`config.mk`:
```
export PLATFORM = sky130hd
export DESIGN_NAME = tmr0_wdt_ctrl
export DESIGN_NICKNAME = d
export VERILOG_FILES = /design/src/rtl/tmr0_wdt_ctrl.sv
export SDC_FILE = /design/constraint.sdc
export NUM_CORES = 1
export LEC_CHECK = 0
export ABC_AREA = 0
export ABC_CLOCK_PERIOD_IN_PS = 2600
export CAP_MARGIN = 20
export CORE_MARGIN = 2
export CORE_UTILIZATION = 37
export DETAILED_ROUTE_END_ITERATION = 8
export GPL_ROUTABILITY_DRIVEN = 0
export PLACE_DENSITY = 0.54
export SYNTH_ARGS = -nofsm -noshare
export SYNTH_HDL_FRONTEND = slang
export SYNTH_SLANG_ARGS = --single-unit
export TNS_END_PERCENT = 1
```
`constraint.sdc`:
```
create_clock -name clk -period 2.6 [get_ports clk]
set_clock_uncertainty 0.05 [all_clocks]
set_input_delay 0.52 -clock clk [delete_from_list [all_inputs] [get_ports clk]]
set_output_delay 0.52 -clock clk [all_outputs]
set_load 0.01 [all_outputs]
```
`src/rtl/tmr0_wdt_ctrl.sv`:
```
// tmr0_wdt_ctrl
// Timer0 / watchdog timing controller for a PIC16F54-class core. It turns the
// OPTION register bits, the T0CKI pin and core events (TMR0 write, CLRWDT,
// SLEEP) into single-cycle increment/timeout strobes. It keeps the STATUS TO/PD
// flags and owns the 8-bit prescaler that is shared between Timer0 and the WDT.
//
// Ports
//   clk      in   core clock, one clock per instruction cycle
//   rst      in   asynchronous active-low reset
//   option   in   OPTION register: [5] T0CS, [4] T0SE, [3] PSA, [2:0] PS
//   t0cki    in   external Timer0 clock pin (asynchronous)
//   tmr0_wr  in   core writes TMR0 this cycle
//   clrwdt   in   CLRWDT executes this cycle
//   sleep    in   SLEEP executes this cycle
//   wdt_en   in   WDT enable fuse (static)
//   tmr0_inc out  one-cycle TMR0 increment pulse (registered)
//   wdtmr    out  one-cycle WDT timeout pulse (registered)
//   to_n     out  STATUS TO bit
//   pd_n     out  STATUS PD bit
module tmr0_wdt_ctrl #(
    parameter int WDT_BASE_W = 8
) (
    input  logic       clk,
    input  logic       rst,
    input  logic [7:0] option,
    input  logic       t0cki,
    input  logic       tmr0_wr,
    input  logic       clrwdt,
    input  logic       sleep,
    input  logic       wdt_en,
    output logic       tmr0_inc,
    output logic       wdtmr,
    output logic       to_n,
    output logic       pd_n
);

    // Registered state
    logic [3:0]            opt_r;
    logic [1:0]            arm_r;
    logic                  sync1_r;
    logic                  sync2_r;
    logic                  edge_r;
    logic [1:0]            inh_r;
    logic                  asleep_r;
    logic [7:0]            psc_r;
    logic [WDT_BASE_W-1:0] base_r;
    logic                  tmr0_inc_r;
    logic                  wdtmr_r;
    logic                  to_n_r;
    logic                  pd_n_r;

    // Combinational next-state and decode
    logic                  psa_s;
    logic                  armed_s;
    logic                  opt_chg_s;
    logic                  rise_s;
    logic                  fall_s;
    logic                  src_evt_s;
    logic                  t0_evt_s;
    logic                  wdt_clr_s;
    logic                  base_tick_s;
    logic [3:0]            psc_shift_s;
    logic [8:0]            psc_mask9_s;
    logic [7:0]            psc_last_s;
    logic                  ratio_one_s;
    logic                  psc_evt_s;
    logic                  owner_clr_s;
    logic                  psc_fire_s;
    logic [7:0]            psc_nxt_s;
    logic                  t0_fire_s;
    logic                  wdt_fire_s;
    logic [WDT_BASE_W-1:0] base_nxt_s;
    logic [1:0]            inh_nxt_s;
    logic [1:0]            arm_nxt_s;
    logic                  to_n_nxt_s;
    logic                  pd_n_nxt_s;
    logic                  unused_s;

    assign unused_s = ^{option[7:6], psc_mask9_s[8]};

    // Source qualification, prescaler arbitration and WDT base decode
    always_comb begin
        psa_s   = option[3];
        armed_s = (arm_r == 2'd3);
        // The copy taken at the first edge after reset is initialisation, not
        // a reassignment, so change detection waits until the copy is valid.
        opt_chg_s = (arm_r != 2'd0) && (option[3:0] != opt_r);

        rise_s = sync2_r & ~edge_r;
        fall_s = ~sync2_r & edge_r;
        if (option[5]) begin
            src_evt_s = armed_s & (option[4] ? fall_s : rise_s);
        end else begin
            src_evt_s = 1'b1;
        end
        // A Timer0 event only counts if not overridden by a write, the
        // post-write inhibit window or sleep.
        t0_evt_s = src_evt_s & ~tmr0_wr & (inh_r == 2'd0) & ~asleep_r & ~sleep;

        wdt_clr_s   = clrwdt | sleep;
        base_tick_s = wdt_en & ~wdt_clr_s & (base_r == {WDT_BASE_W{1'b1}});

        // Ratio is a power of two: Timer0 uses 2^(PS+1), WDT uses 2^PS.
        if (psa_s) begin
            psc_shift_s = {1'b0, option[2:0]};
        end else begin
            psc_shift_s = {1'b0, option[2:0]} + 4'd1;
        end
        psc_mask9_s = (9'd1 << psc_shift_s) - 9'd1;
        psc_last_s  = psc_mask9_s[7:0];
        ratio_one_s = (psc_shift_s == 4'd0);

        psc_evt_s   = psa_s ? base_tick_s : t0_evt_s;
        owner_clr_s = psa_s ? wdt_clr_s : tmr0_wr;

        psc_fire_s = 1'b0;
        psc_nxt_s  = psc_r;
        if (opt_chg_s || owner_clr_s) begin
            psc_nxt_s = 8'd0;
        end else if (psc_evt_s) begin
            if (ratio_one_s || (psc_r == psc_last_s)) begin
                psc_fire_s = 1'b1;
                psc_nxt_s  = 8'd0;
            end else begin
                psc_nxt_s = psc_r + 8'd1;
            end
        end else begin
            psc_nxt_s = psc_r;
        end

        // The non-owner of the prescaler sees its event at ratio 1.
        t0_fire_s  = psa_s ? t0_evt_s : psc_fire_s;
        wdt_fire_s = psa_s ? psc_fire_s : base_tick_s;

        if (wdt_clr_s || !wdt_en) begin
            base_nxt_s = {WDT_BASE_W{1'b0}};
        end else begin
            base_nxt_s = base_r + WDT_BASE_W'(1);
        end

        if (tmr0_wr) begin
            inh_nxt_s = 2'd2;
        end else if (inh_r != 2'd0) begin
            inh_nxt_s = inh_r - 2'd1;
        end else begin
            inh_nxt_s = 2'd0;
        end

        if (arm_r == 2'd3) begin
            arm_nxt_s = 2'd3;
        end else begin
            arm_nxt_s = arm_r + 2'd1;
        end

        // A clear in the same cycle as a timeout wins, so TO stays set.
        if (wdt_clr_s) begin
            to_n_nxt_s = 1'b1;
        end else if (wdt_fire_s) begin
            to_n_nxt_s = 1'b0;
        end else begin
            to_n_nxt_s = to_n_r;
        end

        if (sleep) begin
            pd_n_nxt_s = 1'b0;
        end else if (clrwdt) begin
            pd_n_nxt_s = 1'b1;
        end else begin
            pd_n_nxt_s = pd_n_r;
        end
    end

    // T0CKI synchroniser, edge register and post-reset arming counter
    always_ff @(posedge clk or negedge rst) begin
        if (!rst) begin
            sync1_r <= 1'b0;
            sync2_r <= 1'b0;
            edge_r  <= 1'b0;
            arm_r   <= 2'd0;
        end else begin
            sync1_r <= t0cki;
            sync2_r <= sync1_r;
            edge_r  <= sync2_r;
            arm_r   <= arm_nxt_s;
        end
    end

    // OPTION copy, prescaler, WDT base, write inhibit and sleep flag
    always_ff @(posedge clk or negedge rst) begin
        if (!rst) begin
            opt_r    <= 4'd0;
            psc_r    <= 8'd0;
            base_r   <= {WDT_BASE_W{1'b0}};
            inh_r    <= 2'd0;
            asleep_r <= 1'b0;
        end else begin
            opt_r    <= option[3:0];
            psc_r    <= psc_nxt_s;
            base_r   <= base_nxt_s;
            inh_r    <= inh_nxt_s;
            asleep_r <= asleep_r | sleep;
        end
    end

    // Registered strobes and STATUS bits
    always_ff @(posedge clk or negedge rst) begin
        if (!rst) begin
            tmr0_inc_r <= 1'b0;
            wdtmr_r    <= 1'b0;
            to_n_r     <= 1'b1;
            pd_n_r     <= 1'b1;
        end else begin
            tmr0_inc_r <= t0_fire_s;
            wdtmr_r    <= wdt_fire_s;
            to_n_r     <= to_n_nxt_s;
            pd_n_r     <= pd_n_nxt_s;
        end
    end

    assign tmr0_inc = tmr0_inc_r;
    assign wdtmr    = wdtmr_r;
    assign to_n     = to_n_r;
    assign pd_n     = pd_n_r;

endmodule
```
==> flow_metrics.py <==
metrics = {
    "route": {
        "drc": 0,
        "ant_nets": 0,
        "viasPerCell": 5.18,
        "first_iter_violations": 66,
        "vias": 1684,
        "wl_mm": 4.45,
        "wl_per_cell_um": 13.7,
        "first_pass_iters": 4,
    },
    "clocking": {
        "clockRootBuffer": "clkbuf_8",
        "clockBufferDepth": 2,
        "clk_pin_slew_worst_paths_ns": 0.07,
        "cts_buffers": 5,
        "h-tree-depth": 2,
        "cts_hold_buffers": 0,
        "cts_tree": "yes",
        "clock_latency_ns": 0.28,
        "clock_sinks": 32,
    },
    "critical_path": {
        "critPathRequiredTime_ns": 2.71,
        "arrival_ns": 2.96,
        "path_class": "in -> reg",
        "path_max_fanout": 6,
        "cp-end-kind": "flip-flop",
        "start_kind": "input pin",
    },
    "yosys": {
        "syn-num-nets": 221,
        "avgSynthCellArea_sq_um": 9.67,
        "netlist_area_sq_um": 1950,
        "synth-seq-cells": 32,
        "synth_ff_type": "dfrtp_1",
        "ys_types": 54,
        "yosys_warnings": 0,
        "ys_seq_area_frac": 0.411,
        "synth-async-reset-ratio": 1.00,
        "synth_edf_count": 0,
        "netlist_instances": 202,
    },
    "floorplan": {
        "dieHeight_um": 76.7,
        "ios": 19,
        "placementRows": 26,
        "initial_core_util": 0.382,
        "core_sq_um": 5110,
        "die_area_sq_um": 5880,
        "dieWidth_um": 76.7,
    },
    "sta": {
        "holdWs_ns": 0.302,
        "setup_tns_ns": -1.86,
        "rsz0062_at_grt": "yes",
        "period_share": 1.09,
        "finalSetupViolCount": 10,
        "worst_pin_slew_ns": 0.439,
        "slew_viol_final": 0,
        "period_needed_ns": 2.85,
        "finalWorstSetupSlack_ns": -0.246,
        "hold_violations": 0,
        "relSlewSlack": 0.703,
        "max_freq_mhz": 351,
    },
    "finish": {
        "mostFrequentLayoutCells": "buf_4, dfrtp_1, nor2_1",
        "fill_cells": 478,
        "antenna_cells": 0,
        "final_core_util": 0.522,
        "fin_cells": 325,
        "final_nets": 273,
        "final_common_cell": "buf_4",
        "drive_above_1_share": 0.294,
        "syn_to_final_growth_pct": 36.6,
    },
    "global_route": {
        "antenna_found_initial": 0,
        "grt.overflow.total": 0,
        "grt_pass1_wl_mm": 8.00,
        "grt.total_usage": 0.169,
        "grt_max_degree": 33,
        "grt_pass1_vias": 1702,
    },
    "pwr": {
        "ir_drop_v": 0.000237,
        "leakage_nw": 1.19,
        "power_density_nw_per_um2": 448,
    },
    "outcome": {
        "status": "finished with violations",
        "failed_checks": "negative setup slack",
    },
    "place": {
        "dp_slack_ns": -0.997,
        "place_inst": 310,
        "dp_hpwl_mm": 3.23,
        "io_buffers": 16,
    },
    "job": {
        "max-cap-violations": 0,
    },
    "hold_path": {
        "hold_class": "reg -> reg",
    },
}
-- cell families (layout without fill, tap and decap cells) --
logic type	after synthesis	after routing	share of synthesized area
AND/OR/NAND/NOR	89	89	0.242
AO/OA/AOI/OAI	37	37	0.161
flip-flops	32	32	0.411
XOR/XNOR	18	18	0.0807
buffers and inverters	13	66	0.0340
multiplexers	9	9	0.0461
adder cells (fa/ha/maj)	4	4	0.0256
-- cell usage after synthesis, drive strengths merged (3+ instances only) --
master  instances  share of area
o21ai           5          0.013
nor2b           6          0.019
dfrtp          30           0.38
nor2           24          0.050
a21oi           4          0.010
xnor2          11          0.049
xor2            7          0.031
mux2i           9          0.046
nand2b          4          0.013
nand3          10          0.026
a31oi           3         0.0096
o211ai          5          0.026
nor4            7          0.022
buf             8          0.024
and3            9          0.029
inv             3         0.0058
a21boi          3          0.013
ha              4          0.026
nand2          15          0.029
-- what timing repair did --
| action | in CTS | in global routing |
|---|---|---|
| setup endpoints to repair | 10 | 11 |
| pin swaps | 15 | 3 |
| buffers inserted | 7 | 0 |
| hold endpoints to repair | 0 | 0 |
| resized for setup | 28 | 3 |
-- sequential cells by signal, indices dropped and copies added, names as in the netlist --
register / count
tmr0_inc: 1
inh_r: 2
psc_r: 8
sync1_r: 1
to_n: 1
edge_r: 1
sync2_r: 1
arm_r: 2
wdtmr: 1
asleep_r: 1
pd_n: 1
opt_r: 4
base_r: 8
-- per-stage QoR --
stage                     area (sq um)  power, mW
after floorplan                   2000      0.625
after global placement            2430      0.713
after detailed placement          2430      0.717
after CTS                         2660       1.21
after global routing              2670       1.26
final                             2670       1.20
-- worst max-delay path: stages --
cell and delay [ns]:
buf_8 0.10, ha_4 0.16, and3b_1 0.17, o211a_1 0.24, a21oi_4 0.15, ha_4 0.22
xor2_1 0.12, nand3_1 0.11, a211oi_2 0.18, nand3_1 0.14, a2111oi_4 0.36, o211ai_4 0.16
nor2_4 0.22, nor4_2 0.08
-- area by class of cell --
cell class	instances	area (sq um)	area share
Multi-Input combinational cell	157	1190	0.447
Sequential cell	32	803	0.301
Timing Repair Buffer	55	463	0.174
Tap cell	70	87.6	0.0328
Clock buffer	5	68.8	0.0258
Clock inverter	3	42.5	0.0159
Inverter	3	11.3	0.00422
-- path summary, 6_finish.rpt --
kind	start	endpoint	slack (ns)	cells past startpoint
setup / recovery	option[1]	psc_r[4]	-0.25	14
hold / removal	sync1_r	sync2_r	0.30	0
setup reg to reg	psc_r[3]	psc_r[4]	0.48	8
hold reg to reg	sync1_r	sync2_r	0.30	0
max in group asynchronous	rst	to_n	1.59	2
min in group asynchronous	rst	sync2_r	0.58	2
-- report_power, final --
group / internal [mW] / switching [mW] / total [mW] / leakage, nW
Sequential: 0.508 / 0.00506 / 0.513 / 0.404
Clock: 0.283 / 0.186 / 0.469 / 0.0541
Combinational: 0.111 / 0.102 / 0.213 / 0.731
Total: 0.903 / 0.293 / 1.20 / 1.19
-- routing by layer --
layer / part of all wire / track usage
met1: 0.48 / 0.219
met4: 0.0067 / 0.0455
met3: 0.035 / 0.0541
met5: 0 / 0
met2: 0.48 / 0.272
(Power assumes the default switching activity.)
